[src/rtl/clock_pkg.sv]
// Shared types and constants for the HH:MM clock controller.
// Time is kept in binary; to_bcd2 splits a 0..99 value into two BCD digits.
package clock_pkg;

    typedef enum logic [1:0] {
        RUN     = 2'd0,
        SET_HR  = 2'd1,
        SET_MIN = 2'd2
    } mode_t;

    localparam int unsigned HOURS_MOD = 24;
    localparam int unsigned MIN_MOD   = 60;
    localparam int unsigned SEC_MOD   = 60;

    typedef logic [3:0] bcd_t;

    // Repeated subtraction keeps this a small adder chain instead of a divider.
    function automatic logic [7:0] to_bcd2(input logic [6:0] v);
        logic [6:0] r;
        bcd_t       t;
        r = v;
        t = '0;
        for (int unsigned i = 0; i < 9; i++) begin
            if (r >= 7'd10) begin
                r = r - 7'd10;
                t = t + 4'd1;
            end
        end
        return {t, r[3:0]};
    endfunction

endpackage

[src/rtl/btn_debounce.sv]
// Button conditioner: 2-FF synchroniser, stability counter and a one-cycle
// press pulse on the debounced rising edge.
module btn_debounce #(
    parameter int unsigned DEBOUNCE_CYCLES = 1000000
) (
    input  logic clk,
    input  logic rst_n,
    input  logic btn,
    output logic level,
    output logic press
);

    localparam int unsigned CW = $clog2(DEBOUNCE_CYCLES + 1);

    logic          s1;
    logic          s2;
    logic [CW-1:0] cnt;

    always_ff @(posedge clk) begin
        if (!rst_n) begin
            s1    <= 1'b0;
            s2    <= 1'b0;
            cnt   <= '0;
            level <= 1'b0;
            press <= 1'b0;
        end else begin
            s1    <= btn;
            s2    <= s1;
            press <= 1'b0;
            // Any cycle where the synchronised input agrees with the level restarts the count.
            if (s2 != level) begin
                if (cnt == CW'(DEBOUNCE_CYCLES - 1)) begin
                    level <= s2;
                    cnt   <= '0;
                    press <= s2;
                end else begin
                    cnt <= cnt + CW'(1);
                end
            end else begin
                cnt <= '0;
            end
        end
    end

endmodule

[src/rtl/clock_ctrl.sv]
// HH:MM:SS timekeeper with MODE/INC set-mode FSM and INC auto-repeat.
// Drives registered BCD digits, blink selects and decimal points for the mux.
module clock_ctrl
    import clock_pkg::*;
#(
    parameter int unsigned TICK_DIV        = 100000000,
    parameter int unsigned DEBOUNCE_CYCLES = 1000000,
    parameter int unsigned HOLD_CYCLES     = 50000000,
    parameter int unsigned REPEAT_CYCLES   = 20000000
) (
    input  logic       clk,
    input  logic       rst_n,
    input  logic       btn_mode,
    input  logic       btn_inc,
    output logic [3:0] a,
    output logic [3:0] b,
    output logic [3:0] c,
    output logic [3:0] d,
    output logic [3:0] dd,
    output logic       sa,
    output logic       sb,
    output logic       sc,
    output logic       sd
);

    localparam int unsigned PW   = $clog2(TICK_DIV);
    localparam int unsigned RMAX = (HOLD_CYCLES > REPEAT_CYCLES) ? HOLD_CYCLES : REPEAT_CYCLES;
    localparam int unsigned RW   = $clog2(RMAX + 1);

    logic mode_press;
    logic inc_level;
    logic inc_press;

    btn_debounce #(.DEBOUNCE_CYCLES(DEBOUNCE_CYCLES)) u_mode (
        .clk   (clk),
        .rst_n (rst_n),
        .btn   (btn_mode),
        .level (),
        .press (mode_press)
    );

    btn_debounce #(.DEBOUNCE_CYCLES(DEBOUNCE_CYCLES)) u_inc (
        .clk   (clk),
        .rst_n (rst_n),
        .btn   (btn_inc),
        .level (inc_level),
        .press (inc_press)
    );

    mode_t         mode;
    logic [PW-1:0] presc;
    logic [5:0]    secs;
    logic [5:0]    mins;
    logic [4:0]    hrs;

    logic          rep_active;
    logic          rep_started;
    logic [RW-1:0] rep_cnt;

    logic          tick;
    logic          rep_live;
    logic          rep_pulse;
    logic          inc_evt;
    logic [RW-1:0] rep_target;

    // rep_cnt holds the number of cycles since the press (or since the last repeat).
    always_comb begin
        tick       = (mode == RUN) && (presc == PW'(TICK_DIV - 1));
        rep_target = rep_started ? RW'(REPEAT_CYCLES) : RW'(HOLD_CYCLES);
        rep_live   = rep_active && inc_level && (mode != RUN);
        rep_pulse  = rep_live && (rep_cnt == rep_target);
        inc_evt    = (inc_press || rep_pulse) && (mode != RUN) && !mode_press;
    end

    always_ff @(posedge clk) begin
        if (!rst_n) begin
            rep_active  <= 1'b0;
            rep_started <= 1'b0;
            rep_cnt     <= '0;
        end else if (inc_press && (mode != RUN)) begin
            rep_active  <= 1'b1;
            rep_started <= 1'b0;
            rep_cnt     <= RW'(1);
        end else if (!rep_live) begin
            rep_active  <= 1'b0;
            rep_started <= 1'b0;
            rep_cnt     <= '0;
        end else if (rep_pulse) begin
            rep_started <= 1'b1;
            rep_cnt     <= RW'(1);
        end else begin
            rep_cnt <= rep_cnt + RW'(1);
        end
    end

    // A mode press takes priority: it swallows both a coincident tick and an inc event.
    always_ff @(posedge clk) begin
        if (!rst_n) begin
            mode  <= RUN;
            presc <= '0;
            secs  <= '0;
            mins  <= '0;
            hrs   <= '0;
        end else if (mode_press) begin
            case (mode)
                RUN:     mode <= SET_HR;
                SET_HR:  mode <= SET_MIN;
                SET_MIN: begin
                    mode  <= RUN;
                    secs  <= '0;
                    presc <= '0;
                end
                default: mode <= RUN;
            endcase
        end else if (mode == RUN) begin
            if (tick) begin
                presc <= '0;
                if (secs == 6'(SEC_MOD - 1)) begin
                    secs <= '0;
                    if (mins == 6'(MIN_MOD - 1)) begin
                        mins <= '0;
                        hrs  <= (hrs == 5'(HOURS_MOD - 1)) ? '0 : hrs + 5'd1;
                    end else begin
                        mins <= mins + 6'd1;
                    end
                end else begin
                    secs <= secs + 6'd1;
                end
            end else begin
                presc <= presc + PW'(1);
            end
        end else if (inc_evt) begin
            if (mode == SET_HR) begin
                hrs <= (hrs == 5'(HOURS_MOD - 1)) ? '0 : hrs + 5'd1;
            end else begin
                mins <= (mins == 6'(MIN_MOD - 1)) ? '0 : mins + 6'd1;
            end
        end
    end

    logic [7:0] hr_bcd;
    logic [7:0] min_bcd;
    logic       sep;

    always_comb begin
        hr_bcd  = to_bcd2({2'b00, hrs});
        min_bcd = to_bcd2({1'b0, mins});
        sep     = (mode != RUN) || (presc < PW'(TICK_DIV / 2));
    end

    always_ff @(posedge clk) begin
        if (!rst_n) begin
            a  <= '0;
            b  <= '0;
            c  <= '0;
            d  <= '0;
            dd <= '0;
            sa <= 1'b0;
            sb <= 1'b0;
            sc <= 1'b0;
            sd <= 1'b0;
        end else begin
            a  <= hr_bcd[7:4];
            b  <= hr_bcd[3:0];
            c  <= min_bcd[7:4];
            d  <= min_bcd[3:0];
            dd <= {2'b00, sep, 1'b0};
            sa <= (mode == SET_HR);
            sb <= (mode == SET_HR);
            sc <= (mode == SET_MIN);
            sd <= (mode == SET_MIN);
        end
    end

endmodule

[config.mk]
export PLATFORM = sky130hd
export DESIGN_NAME = clock_ctrl
export DESIGN_NICKNAME = d
export VERILOG_FILES = /design/src/rtl/clock_pkg.sv /design/src/rtl/btn_debounce.sv /design/src/rtl/clock_ctrl.sv
export SDC_FILE = /design/constraint.sdc
export NUM_CORES = 1
export LEC_CHECK = 0
export ABC_AREA = 0
export ABC_CLOCK_PERIOD_IN_PS = 9950
export CAP_MARGIN = 40
export CELL_PAD_IN_SITES_DETAIL_PLACEMENT = 0
export CELL_PAD_IN_SITES_GLOBAL_PLACEMENT = 2
export CORE_MARGIN = 3
export CORE_UTILIZATION = 38
export DETAILED_ROUTE_END_ITERATION = 6
export GPL_TIMING_DRIVEN = 0
export HOLD_SLACK_MARGIN = 0.1
export PLACE_DENSITY = 0.91
export SKIP_CTS_REPAIR_TIMING = 1
export SYNTH_ARGS = -nofsm -noshare
export SYNTH_HDL_FRONTEND = slang
export SYNTH_SLANG_ARGS = --single-unit
[constraint.sdc]
create_clock -name clk -period 9.95 [get_ports clk]
set_input_delay 1.99 -clock clk [delete_from_list [all_inputs] [get_ports clk]]
set_output_delay 1.99 -clock clk [all_outputs]
set_load 0.1 [all_outputs]
==> impl_metrics.yaml, run 1 <==
clocking:
  clkSinkCount: 141
  cts_tree: "built"
  cts-buffers-inserted: 17
  clkTransAtPathRegs_ns: 0.07
  htreeDepth: 4
  insertion_delay_ns: 0.43
  clk_path_buf_depth: 2
  cts_root_buf: "clkbuf_16"
synth:
  syn-instance-count: 1200
  synthArstFlopShare_pct: 0
  synth_cell_types: 103
  synth_edf_count: 0
  yosysSeqAreaShare_pct: 29.5
  netlist_area_um2: 9560
  yosys-top-cells-area: "dfxtp_1 30%, nor2_1 6.3%, ha_1 4.7%"
  synth_top_flop_cell: "dfxtp_1"
  synth-warning-count: 0
  synth_most_common_cell: "nor2_1"
  synth_top_area_share_pct: 29.5
  synth_common_cells: "160 x nor2_1, 141 x dfxtp_1, 96 x nand2_1"
  yosysTopAreaCell: "dfxtp_1"
  postSynthAreaPerCell_um2: 7.97
  ys_seq_elements: 141
timing:
  fmax_ghz: 0.114
  tightest_slew_ns: 0.759
  hold_viol_final: 0
  hold_slack_ns: 0.428
  fin_skew_ns: 0.00978
  setup_violations: 0
  finalSetupTns_ns: 0
  period_needed_ns: 8.79
  fin_crit_sh_pct: 88.4
  final_max_slew_viol_count: 0
  post-route-worst-setup-slack_ns: 1.16
  relSlewSlack_pct: 49.0
  rsz0062_at_grt: "no"
floorplan:
  initial_core_util_pct: 39.0
  io_pins: 28
  die_area_um2: 27100
  num_rows: 57
  core_area_um2: 24500
  dieWidth_um: 165
  die_y_um: 165
route:
  via_count: 8663
  drc: 0
  routed_wl_um: 22900
  wl_per_cell_um: 14.3
  dr.pass1.iters: 5
  dr.first_iter.drc_count: 424
  via_per_inst: 5.39
  ant_nets: 0
min_path:
  worstHoldStart: "u_mode.s1$_SDFF_PN0_"
  hold_depth: 1
  whs_endpoint: "u_mode.s2$_SDFF_PN0_"
  min_path_type: "flip-flop to flip-flop"
power:
  total_power_mw: 1.23
  ir_drop_mv: 0.0951
  powerDensity_nw_per_um2: 110
  power.leakage_nw: 4.14
placed_design:
  dpl_cell_area_um2: 10600
  hpwl_um: 17000
  gp_congestion: 0.826
  io_buffers: 24
  post-place-ws_ns: 1.22
  dp_cells: 1574
finish:
  fillers: 2452
  instances_no_fill: 1606
  design_area_um2: 11200
  multiInputGateArea_um2: 6370
  synthToLayoutAreaGrowth_pct: 16.8
  nNetsFinal: 1309
  post_route_cells_drive_above_1_share_pct: 10.9
  post-route-util_pct: 45.5
  seqCellArea_um2: 2820
  antenna_cells: 0
global_route:
  grt_max_degree: 17
  gr-usage-all-layers_pct: 17.6
  antenna_found_initial: 0
  grt-ovfl-total: 0
  grt_pass1_wl_um: 39700
  grt_pass1_vias: 8147
worst_setup_path:
  worstSetupPathType: "flip-flop to flip-flop"
  r2r_setup_slack_ns: 1.16
  reg2reg_from: "mins[1]$_SDFFE_PN0P_"
  reg2reg_depth: 36
  slowest_stage: "a221oi_1"
  rr_endpoint: "c[3]$_SDFF_PN0_"
  cp-end-kind: "flip-flop"
  worstPathArrival_ns: 9.15
  start_kind: "flip-flop"
  cp.required_ns: 10.31
  critPathMaxStageDelay_ns: 0.57
  critical_path_peak_fanout: 10
run:
  drv_cap: 0
run_status:
  status: "finished, final reports clean"
## layout by cell type (no fill, tap or decap), drive strengths merged, types with 9 or more instances in the layout
cell and n:
nor4b 9, clkdlybuf4s50 24, nand2 97, ha 36, a311oi 12, mux2 11, inv 40, a211oi 13
and2 18, xnor2 50, a31oi 11, nand4 21, o21a 10, nand3 59, and3 37, dfxtp 141
a21oi 90, nor2b 17, mux2i 12, o21ai 53, buf 43, nor4 10, clkbuf 47, nor3 36
xor2 51, nor2 163, nand2b 19, or2 11, or3 9, a21o 13
## metal layers
metal | global-route usage, % | wire length (um) | up-vias
met1 | 25.2 | 11500 | 4063
met4 | 3.85 | 193 | 0
met5 | 0 | 0 | -
met3 | 2.93 | 888 | 16
met2 | 27.6 | 10300 | 143
li1 | - | - | 4441
## area by class of cell
cell class | instances | share of cell area (%)
plain buffers | 49 | 2.22
clock buffers | 17 | 3.81
clock inverters | 15 | 1.45
inverters | 35 | 1.18
multi-input cells | 977 | 57.0
flip-flops and latches | 141 | 25.3
well taps | 324 | 3.63
repair buffers | 48 | 5.43
## cell families (layout without fill, tap and decap cells)
group,count (synthesis),after routing,share of synthesized area [%]
AOI/OAI and AO/OA,276,276,20.7
xor gates and xnor gates,102,102,9.57
adders and majority gates,37,37,4.82
buffers and inverters,84,164,3.96
DFF,141,141,29.5
muxes,23,23,2.55
other,1,3,0.0392
and+or+nand+nor,536,536,28.9
## flip-flops by register name, indices dropped and copies added, names as in the netlist, 5 cells and up
name,count
u_inc.cnt,20
rep_cnt,26
u_mode.cnt,20
hrs,5
mins,6
secs,6
presc,27
## power breakdown
part           switching, mW  internal [mW]  total, mW  leakage [nW]
Sequential           0.00156          0.567      0.568          1.14
Combinational         0.0170        0.00600     0.0230          2.71
Clock                  0.264          0.373      0.637         0.294
Total                  0.283          0.946       1.23          4.14
## how the worst max path moves through the flow
stage	to	startpoint	cells after the start	slack, ns
finish	c[3]$_SDFF_PN0_	mins[1]$_SDFFE_PN0P_	36	1.16
CTS	c[3]$_SDFF_PN0_	mins[1]$_SDFFE_PN0P_	36	1.17
global placement	c[3]$_SDFF_PN0_	mins[1]$_SDFFE_PN0P_	35	1.23
floorplan	c[3]$_SDFF_PN0_	mins[1]$_SDFFE_PN0P_	35	2.45
detailed placement	c[3]$_SDFF_PN0_	mins[1]$_SDFFE_PN0P_	36	1.22
global route	c[3]$_SDFF_PN0_	mins[1]$_SDFFE_PN0P_	36	0.22
## critical path, delay by kind of cell (launching register included)
family | cells | cell delay (ns)
fa+ha+maj | 4 | 0.90
flops | 1 | 0.43
simple gates | 13 | 2.49
buf+inv | 5 | 0.77
mux | 1 | 0.27
compound gates | 13 | 3.88
(Power assumes the default switching activity.)
==> inputs of run 2 (changes only) <==
CORE_UTILIZATION = 39   (was 38)
CTS_BUF_LIST = sky130_fd_sc_hd__clkbuf_8   (was default)
PLACE_DENSITY = 0.92   (was 0.91)
==> run 2 against run 1 <==
Net effect:
- sequential share of layout area increased by 0.38 points
- clock skew increased by 0.0065 ns
- sequential power about the same
- hold slack improved by 0.017 ns
- register-to-register slack improved by 0.07 ns
- critical endpoint unchanged
- highest routed layer unchanged
==> impl_metrics.yaml, run 2 (synthesis gave the netlist of run 1 again) <==
worst_setup_path:
  slowest_stage: "a221oi_1"
  worstSetupPathType: "flip-flop to flip-flop"
  critPathMaxStageDelay_ns: 0.56
  critical_path_peak_fanout: 10
  worstPathArrival_ns: 9.11
  cp-end-kind: "flip-flop"
  cp.required_ns: 10.33
  start_kind: "flip-flop"
route:
  wl_per_cell_um: 14.3
  via_per_inst: 5.39
  drc: 0
  via_count: 8631
  routed_wl_um: 22900
  ant_nets: 0
  dr.pass1.iters: 4
  dr.first_iter.drc_count: 400
power:
  powerDensity_nw_per_um2: 101
  total_power_mw: 1.11
  ir_drop_mv: 0.0684
  power.leakage_nw: 4.06
clocking:
  clkSinkCount: 141
  cts-buffers-inserted: 17
  clk_path_buf_depth: 2
  insertion_delay_ns: 0.45
  htreeDepth: 4
  cts_root_buf: "clkbuf_8"
  clkTransAtPathRegs_ns: 0.10
  cts_tree: "built"
floorplan:
  core_area_um2: 23800
  initial_core_util_pct: 40.3
  dieWidth_um: 163
  die_y_um: 163
  io_pins: 28
  num_rows: 56
  die_area_um2: 26400
global_route:
  grt-ovfl-total: 0
  grt_pass1_wl_um: 39300
  grt_max_degree: 17
  gr-usage-all-layers_pct: 17.7
  antenna_found_initial: 0
  grt_pass1_vias: 8101
timing:
  rsz0062_at_grt: "no"
  final_max_slew_viol_count: 0
  setup_violations: 0
  relSlewSlack_pct: 49.5
  fmax_ghz: 0.115
  post-route-worst-setup-slack_ns: 1.22
  hold_viol_final: 0
  period_needed_ns: 8.73
  fin_crit_sh_pct: 87.7
  tightest_slew_ns: 0.758
  fin_skew_ns: 0.0163
  finalSetupTns_ns: 0
finish:
  antenna_cells: 0
  largest_reg_flops: 27
  final_common_cell: "nor2_1"
  nNetsFinal: 1309
  post_route_cells_drive_above_1_share_pct: 10.9
  reg.largest.list: "presc: 27 flops, rep_cnt: 26 flops"
  top_register: "presc"
  final_cell_mix: "160 x nor2_1, 141 x dfxtp_1, 96 x nand2_1"
  synthToLayoutAreaGrowth_pct: 15.1
run:
  drv_cap: 0
placed_design:
  io_buffers: 24
  hpwl_um: 17000
  gp_congestion: 0.854
  post-place-ws_ns: 1.24
run_status:
  status: "finished, final reports clean"
min_path:
  min_path_type: "flip-flop to flip-flop"
==> run 2: per-stage QoR <==
stage,util [%],instance area (um2),hold WS [ns],cells
floorplan,-,9570,0.412,1202
global placement,43.0,10200,0.417,1545
detailed placement,44.5,10600,0.425,1569
CTS,46.3,11000,0.446,1601
global route,46.3,11000,0.463,1601
finish,46.3,11000,0.445,1601
==> run 2: final timing paths <==
kind                   startpoint                    to  slack [ns]  depth (start not counted)
min          u_mode.s1$_SDFF_PN0_  u_mode.s2$_SDFF_PN0_        0.44                          1
max          mins[1]$_SDFFE_PN0P_       c[3]$_SDFF_PN0_        1.22                         36
max reg2reg  mins[1]$_SDFFE_PN0P_       c[3]$_SDFF_PN0_        1.22                         36
min reg2reg  u_mode.s1$_SDFF_PN0_  u_mode.s2$_SDFF_PN0_        0.44                          1
==> run 2: per-layer routing <==
| layer | up-vias | part of all wire (%) | wire length (um) | global-route usage, % |
|---|---|---|---|---|
| met2 | 131 | 45 | 10300 | 27.9 |
| met3 | 22 | 3.3 | 756 | 2.72 |
| met5 | - | 0 | 0 | 0 |
| li1 | 4444 | - | - | - |
| met4 | 0 | 1.3 | 299 | 4.96 |
| met1 | 4034 | 50 | 11500 | 25.2 |
==> run 2: final cells by class <==
type | instances | area (um2)
Multi-Input combinational cell | 977 | 6370
Fill cell | 2386 | 12700
Tap cell | 319 | 399
Clock inverter | 15 | 203
Sequential cell | 141 | 2820
Buffer | 49 | 248
Timing Repair Buffer | 48 | 599
Clock buffer | 17 | 234
Inverter | 35 | 131
==> run 2: critical path: cells and delay by family, from the launching register on <==
family          cells  cell delay [ns]
compound gates     13             3.79
fa+ha+maj           4             0.88
buf+inv             5             0.77
flops               1             0.46
mux                 1             0.26
simple gates       13             2.49
==> run 2: power by group <==
group          total, mW  leakage (nW)  internal [mW]  switching, mW
clock              0.517         0.221          0.259          0.258
combinational     0.0234          2.70        0.00600         0.0174
sequential         0.568          1.14          0.566        0.00163
total               1.11          4.06          0.831          0.277
==> inputs of run 3 (changes only) <==
CORE_ASPECT_RATIO = 0.5   (was default)
==> run 3 against run 2 <==
Net effect:
- worst setup slack got worse by 0.21 ns
- register-to-register slack got worse by 0.21 ns
- wire length increased by 3.6%
- sequential cell count unchanged
- hold slack improved by 0.0044 ns
- final cell count decreased by 0.81%
==> impl_metrics.yaml, run 3 (synthesis gave the netlist of run 1 again) <==
run_status:
  status: "finished, final reports clean"
clocking:
  cts_tree: "built"
  clkSinkCount: 141
  clkTransAtPathRegs_ns: 0.08
  cts_root_buf: "clkbuf_8"
  cts-buffers-inserted: 17
  insertion_delay_ns: 0.45
  clk_path_buf_depth: 2
  htreeDepth: 4
timing:
  fin_crit_sh_pct: 89.8
  finalSetupTns_ns: 0
  period_needed_ns: 8.93
  rsz0062_at_grt: "no"
  fmax_ghz: 0.112
  setup_violations: 0
  hold_viol_final: 0
  tightest_slew_ns: 0.849
  hold_slack_ns: 0.449
  final_max_slew_viol_count: 0
  relSlewSlack_pct: 43.4
  fin_skew_ns: 0.0155
route:
  drc: 0
  routed_wl_um: 23700
  via_per_inst: 5.49
  dr.first_iter.drc_count: 640
  ant_nets: 0
  via_count: 8711
  dr.pass1.iters: 5
  wl_per_cell_um: 14.9
placed_design:
  dp_cells: 1557
  hpwl_um: 17800
  io_buffers: 24
  gp_congestion: 0.880
worst_setup_path:
  critPathMaxStageDelay_ns: 0.55
  cp-end-kind: "flip-flop"
  worstPathArrival_ns: 9.32
  start_kind: "flip-flop"
  slowest_stage: "a221oi_1"
  r2r_setup_slack_ns: 1.02
  critical_path_peak_fanout: 10
  worstSetupPathType: "flip-flop to flip-flop"
  cp.required_ns: 10.34
finish:
  nNetsFinal: 1309
  largest_reg_flops: 27
  final_cell_mix: "160 x nor2_1, 141 x dfxtp_1, 96 x nand2_1"
  antenna_cells: 0
  top_register: "presc"
  final_common_cell: "nor2_1"
  synthToLayoutAreaGrowth_pct: 14.5
  instances_no_fill: 1588
  reg.largest.list: "presc: 27 flops, rep_cnt: 26 flops"
  multiInputGateArea_um2: 6370
  post-route-util_pct: 46.7
  fillers: 2290
  seqCellArea_um2: 2820
  post_route_cells_drive_above_1_share_pct: 10.7
global_route:
  antenna_found_initial: 0
  grt_pass1_vias: 8315
  gr-usage-all-layers_pct: 18.5
  met2_usage_pct: 29.8
  grt_use_met3_pct: 4.34
  grt_max_degree: 17
  grt_pass1_wl_um: 40200
  gr-usage-met1_pct: 25.0
  grt.busiest_layer: "met2"
  grt-ovfl-total: 0
floorplan:
  dieWidth_um: 227
  initial_core_util_pct: 40.8
  num_rows: 39
  die_area_um2: 26500
  die_y_um: 117
  io_pins: 28
  core_area_um2: 23400
power:
  p_sw_share_pct: 24.4
  powerDensity_nw_per_um2: 93.7
  power.switching_uw: 251
  seq_power_share_pct: 55.3
  ir_drop_mv: 0.0614
  pwr-share-clk_pct: 42.4
  p_comb_share_pct: 2.3
  p_int_uw: 776
  power.leakage_nw: 4.04
run:
  drv_cap: 0
min_path:
  min_path_type: "flip-flop to flip-flop"
run 3: layout make-up:
type | instances | area share (%)
clock inverters | 13 | 1.05
clock buffers | 18 | 2.26
plain buffers | 49 | 2.26
well taps | 307 | 3.51
inverters | 35 | 1.20
multi-input cells | 977 | 58.2
flip-flops and latches | 141 | 25.8
repair buffers | 48 | 5.70
run 3: worst max-delay path: cells and delay by family, from the launching register on:
family                     cells  cell delay, ns
and+or+nand+nor               12            2.45
xor gates and xnor gates       1            0.28
DFF                            1            0.46
adders and majority gates      4            0.88
buffers and inverters          5            0.79
AOI/OAI and AO/OA             14            3.98
run 3: power by group through the flow:
stage               Sequential [mW]  Clock (mW)  Combinational [mW]
floorplan                     0.582           0              0.0143
detailed placement            0.581           0              0.0234
global placement              0.581           0              0.0226
finish                        0.568       0.435              0.0232
global route                  0.568       0.479              0.0251
CTS                           0.567       0.452              0.0235
run 3: final timing paths:
| path | endpoint | cells past startpoint | startpoint |
|---|---|---|---|
| worst max-delay path | c[3]$_SDFF_PN0_ | 36 | mins[1]$_SDFFE_PN0P_ |
| worst min-delay path | u_inc.s2$_SDFF_PN0_ | 1 | u_inc.s1$_SDFF_PN0_ |
| worst max register to register | c[3]$_SDFF_PN0_ | 36 | mins[1]$_SDFFE_PN0P_ |
| worst min register to register | u_inc.s2$_SDFF_PN0_ | 1 | u_inc.s1$_SDFF_PN0_ |
run 3: stage by stage:
stage                     cell area, um2  worst slack [ns]  power, mW
after floorplan                     9570              2.45      0.596
after global placement             10200              1.09      0.603
after detailed placement           10600             0.956      0.604
after CTS                          10900             0.939       1.04
after global routing               10900             0.156       1.07
final                              10900              1.02       1.03
run 3: per-layer routing:
metal / part of all wire (%) / routed length, um
met1: 50 / 11900
met2: 45 / 10600
met3: 3.9 / 936
met4: 1.2 / 273
met5: 0 / 0
